$ cat config.mk
export PLATFORM = sky130hd
export DESIGN_NAME = pipe_ctrl
export DESIGN_NICKNAME = d
export VERILOG_FILES = /design/src/rtl/pipe_ctrl_pkg.sv /design/src/rtl/pipe_ctrl.sv
export SDC_FILE = /design/constraint.sdc
export NUM_CORES = 1
export LEC_CHECK = 0
export ABC_AREA = 1
export CAP_MARGIN = 20
export CELL_PAD_IN_SITES_DETAIL_PLACEMENT = 0
export CELL_PAD_IN_SITES_GLOBAL_PLACEMENT = 2
export CORE_MARGIN = 2
export CORE_UTILIZATION = 30
export CTS_CLUSTER_DIAMETER = 80
export DETAILED_ROUTE_END_ITERATION = 12
export DONT_BUFFER_PORTS = 1
export GPL_ROUTABILITY_DRIVEN = 0
export PLACE_DENSITY = 0.72
export SLEW_MARGIN = 20
export SYNTH_ARGS = -nofsm -noshare
export SYNTH_HDL_FRONTEND = slang
export SYNTH_SLANG_ARGS = --single-unit
$ cat constraint.sdc
create_clock -name clk -period 1.28 [get_ports clk]
set_input_delay 0.128 -clock clk [delete_from_list [all_inputs] [get_ports clk]]
set_output_delay 0.128 -clock clk [all_outputs]
set_load 0.01 [all_outputs]
$ cat src/rtl/pipe_ctrl_pkg.sv
// pipe_ctrl_pkg: shared CPU defines for pipeline control (stall vectors, FSM encodings, exception constants)
package pipe_ctrl_pkg;
  localparam logic [1:0] ST_IDLE    = 2'd0;
  localparam logic [1:0] ST_WAIT_IF = 2'd1;
  localparam logic [1:0] ST_FLUSH   = 2'd2;
  localparam logic [5:0] STALL_NONE = 6'b000000;
  localparam logic [5:0] STALL_IF   = 6'b000011;
  localparam logic [5:0] STALL_ID   = 6'b000111;
  localparam logic [5:0] STALL_EX   = 6'b001111;
  localparam logic [5:0] STALL_MEM  = 6'b011111;
  localparam logic [5:0] STALL_ALL  = 6'b111111;
  localparam logic [31:0] EXC_VECTOR_DEF = 32'h00000020;
  localparam logic [31:0] ERET_CODE_DEF  = 32'h0000000E;
endpackage

$ cat src/rtl/pipe_ctrl.sv
// pipe_ctrl: pipeline stall/flush controller with exception redirect FSM and saturating stall counter
module pipe_ctrl
  import pipe_ctrl_pkg::*;
#(
  parameter logic [31:0] EXC_VECTOR = EXC_VECTOR_DEF,
  parameter logic [31:0] ERET_CODE  = ERET_CODE_DEF
) (
  input  logic        clk,
  input  logic        rst,
  input  logic        stallreq_if,
  input  logic        stallreq_id,
  input  logic        stallreq_ex,
  input  logic        stallreq_mem,
  input  logic [31:0] excepttype_i,
  input  logic [31:0] cp0_epc_i,
  input  logic        clr_cnt,
  output logic [5:0]  stall,
  output logic        flush,
  output logic [31:0] new_pc,
  output logic        busy,
  output logic [15:0] stall_cnt
);
  logic [1:0]  state, state_nx;
  logic [31:0] target;
  logic        exc_req, accept;
  assign exc_req = |excepttype_i;
  assign accept  = (state == ST_IDLE) && exc_req;
  assign flush   = state == ST_FLUSH;
  assign new_pc  = flush ? target : 32'd0;
  assign busy    = state != ST_IDLE;
  always_comb begin
    state_nx = state == ST_IDLE   ? (exc_req ? (stallreq_if ? ST_WAIT_IF : ST_FLUSH) : ST_IDLE)
             : state == ST_WAIT_IF ? (stallreq_if ? ST_WAIT_IF : ST_FLUSH)
             : ST_IDLE;
    // exception acceptance outranks every stall request, including MEM
    stall = rst                  ? STALL_NONE
          : state == ST_WAIT_IF ? STALL_ALL
          : state == ST_FLUSH   ? STALL_NONE
          : exc_req             ? STALL_ALL
          : stallreq_mem        ? STALL_MEM
          : stallreq_ex         ? STALL_EX
          : stallreq_id         ? STALL_ID
          : stallreq_if         ? STALL_IF
          : STALL_NONE;
  end
  always_ff @(posedge clk or posedge rst) begin
    if (rst) begin
      state     <= ST_IDLE;
      target    <= 32'd0;
      stall_cnt <= 16'd0;
    end else begin
      state <= state_nx;
      if (accept) target <= (excepttype_i == ERET_CODE) ? cp0_epc_i : EXC_VECTOR;
      stall_cnt <= clr_cnt ? 16'd0
                 : (|stall && stall_cnt != 16'hFFFF) ? stall_cnt + 16'd1
                 : stall_cnt;
    end
  end
endmodule

==> results.py <==
metrics = {
    "status": {
        "status": "finished, violations left",
        "violations": "setup timing",
    },
    "worst_hold_path": {
        "hold_class": "input port to flip-flop",
        "hold_end": "stall_cnt[13]$_DFFE_PP0P_",
        "min_delay_path_depth": 3,
        "hp-start": "clr_cnt",
    },
    "clocking": {
        "clk_pin_slew_ns": 0.10,
        "cts_tree": "done",
        "cts_inserted_buffers": 5,
        "cts_buffer_depth": 2,
        "htreeDepth": 2,
        "root_buffer": "clkbuf_8",
        "clkSinkCount": 50,
        "clk_latency_ns": 0.30,
    },
    "die": {
        "ios": 127,
        "design.die.area_um2": 10600,
        "core_um2": 9640,
        "die_h_um": 103,
        "die_w_um": 103,
        "initial_utilization_pct": 30.4,
        "row_count": 36,
    },
    "finish": {
        "layout-drive-gt1-share_pct": 31.0,
        "stdcell_area_um2": 4530,
        "antenna_cells": 0,
        "area_delta_synth_final_pct": 54.9,
        "fin_nets": 561,
    },
    "setup_path": {
        "required_ns": 1.15,
        "rr_worst_depth": 7,
        "reg2reg_slack_ns": -0.22,
        "start_kind": "flip-flop",
        "crit_path_end_kind": "output port",
        "worstSetupPathType": "flip-flop to output port",
        "r2r_end": "target[27]$_DFFE_PP0P_",
        "crit_arrival_ns": 1.41,
        "r2r-start": "state[0]$_DFF_PP0_",
        "crit_fanout": 4,
    },
    "global_routing": {
        "grt_max_degree": 32,
        "track_usage_pct": 17.7,
        "grt_pass1_wl_mm": 14.7,
        "antenna_found_initial": 0,
        "grt_pass1_vias": 3001,
        "gr-total-overflow": 0,
    },
    "yosys": {
        "synth-async-reset-ratio_pct": 100,
        "synth_commonest_cells": "nor2_1, nand2_1, dfrtp_1, inv_1, nand4_1",
        "synth_top_area_share_pct": 42.8,
        "synth_warnings": 0,
        "netlist_top_cells_area": "dfrtp_1, nor2_1, nand2_1",
        "synth_area_um2": 2930,
        "synth_seq_cells": 50,
        "synth_cell_types": 33,
        "synth_most_common_cell": "nor2_1",
        "yosysTopAreaCell": "dfrtp_1",
        "syn_avg_cell_area_um2": 7.39,
        "synthCells": 396,
        "synth.yosys.seq_area_share_pct": 42.8,
        "synth_edf_count": 0,
        "syn-num-nets": 468,
        "ys.flop_type": "dfrtp_1",
    },
    "placed_design": {
        "post_dp_cell_area_um2": 3430,
        "placement.setup.worst_slack_ns": -0.135,
        "place_hpwl_mm": 5.35,
        "port-buffer-count": 0,
    },
    "routing": {
        "antenna_left": 0,
        "wl_per_cell_um": 14.6,
        "drc": 0,
        "vias_per_cell": 4.81,
        "via_count": 2994,
        "highest_layer": "met4",
        "wl_mm": 9.12,
        "wl_met3_um": 459,
        "first_pass_iters": 6,
        "met1_length_mm": 3.72,
        "drtIter0Drc": 72,
        "routed-wl-met2_mm": 4.88,
    },
    "timing": {
        "timing.final.crit_share_pct": 120,
        "slew_headroom_pct": 56.6,
        "final-hold-violation-count": 0,
        "timing.final.ws_setup_ns": -0.260,
        "fmax_mhz": 649,
        "slew_violations": 0,
        "rsz0062_at_grt": "yes",
        "fin_skew_ns": 0.00645,
        "final-setup-viol-count": 90,
        "worstMarginPinSlew_ns": 0.649,
        "period_minus_slack_ns": 1.54,
    },
    "pwr": {
        "ir_drop_mv": 0.658,
        "p_leak_uw": 0.00193,
        "power_uw": 4150,
        "power_density_nw_per_um2": 915,
    },
    "run": {
        "cap_violations": 0,
    },
}
worst max path at each step:
stage | end | slack [ns] | cells past startpoint | startpoint
floorplan | stall_cnt[10]$_DFFE_PP0P_ | -0.17 | 9 | stall_cnt[0]$_DFFE_PP0P_
detailed placement | stall_cnt[4]$_DFFE_PP0P_ | -0.13 | 9 | stall_cnt[1]$_DFFE_PP0P_
finish | stall[1] | -0.26 | 7 | state[1]$_DFF_PP0_
global placement | stall_cnt[15]$_DFFE_PP0P_ | -0.13 | 9 | stall_cnt[0]$_DFFE_PP0P_
CTS | stall[0] | -0.26 | 7 | state[0]$_DFF_PP0_
global route | stall[1] | -0.34 | 7 | state[1]$_DFF_PP0_
critical path, stage by stage (launching register included):
cell	delay, ns
dfrtp_1	0.42
inv_2	0.08
nor2_4	0.04
buf_6	0.11
nor2_4	0.14
inv_2	0.06
a21oi_2	0.12
buf_6	0.13
cells by family (layout without fill, tap and decap cells):
| group | count (synthesis) | after routing | synth area share [%] |
|---|---|---|---|
| and+or+nand+nor | 229 | 229 | 37.2 |
| buffers and inverters | 71 | 165 | 10.9 |
| DFF | 50 | 50 | 42.8 |
| AOI/OAI and AO/OA | 37 | 37 | 6.33 |
| xor gates and xnor gates | 8 | 8 | 2.39 |
| adders and majority gates | 1 | 1 | 0.427 |
metal layers:
metal / vias up / GRT usage (%)
li1: 1455 / -
met1: 1460 / 21.3
met2: 74 / 32.8
met3: 5 / 3.59
met4: 0 / 3.74
met5: - / 0
stage by stage:
step	util [%]	TNS, ns	hold WS (ns)	cells
floorplan	-	-2.01	0.170	396
CTS	46.2	-17.21	0.128	620
global route	47.0	-25.44	0.145	623
finish	47.0	-16.22	0.132	623
global placement	35.6	-1.60	0.0138	561
detailed placement	35.6	-2.15	0.00902	561
placed cells by master, fill, tap and decap left out, types with 5 or more instances in the layout:
cell type,count
o21ai_1,20
buf_16,5
o21ai_0,14
dfrtp_1,49
buf_12,5
buf_4,54
nor2_4,36
nor2_2,8
nor2_1,47
dlygate4sd3_1,35
nand2_2,10
xor2_1,5
nand4_1,34
nand3_1,17
buf_6,7
nand2_1,59
clkbuf_8,6
inv_1,42
sequential cells by signal, summed over array words and instances (netlist names):
| register | count |
|---|---|
| target | 32 |
| stall_cnt | 16 |
| state | 2 |
report_power, final:
| part | total, uW | switching (uW) | internal [uW] |
|---|---|---|---|
| combinational | 1320 | 674 | 643 |
| sequential | 1630 | 20.4 | 1610 |
| clock | 1200 | 554 | 644 |
| total | 4150 | 1250 | 2900 |
cell type report:
cell class | instances | area [um^2]
Inverter | 49 | 193
Tap cell | 133 | 166
Clock buffer | 6 | 82.6
Clock inverter | 2 | 38.8
Multi-Input combinational cell | 275 | 1670
Sequential cell | 50 | 1250
Fill cell | 941 | 5110
Timing Repair Buffer | 108 | 1130
repair_timing:
action,4_1_cts,5_1_grt
endpoints found under the setup margin,66,90
pin swaps,8,7
setup buffers,9,2
hold endpoints to repair,92,0
cloned,7,1
resized for setup,88,18
hold buffers,35,0
(Power assumes the default switching activity.)
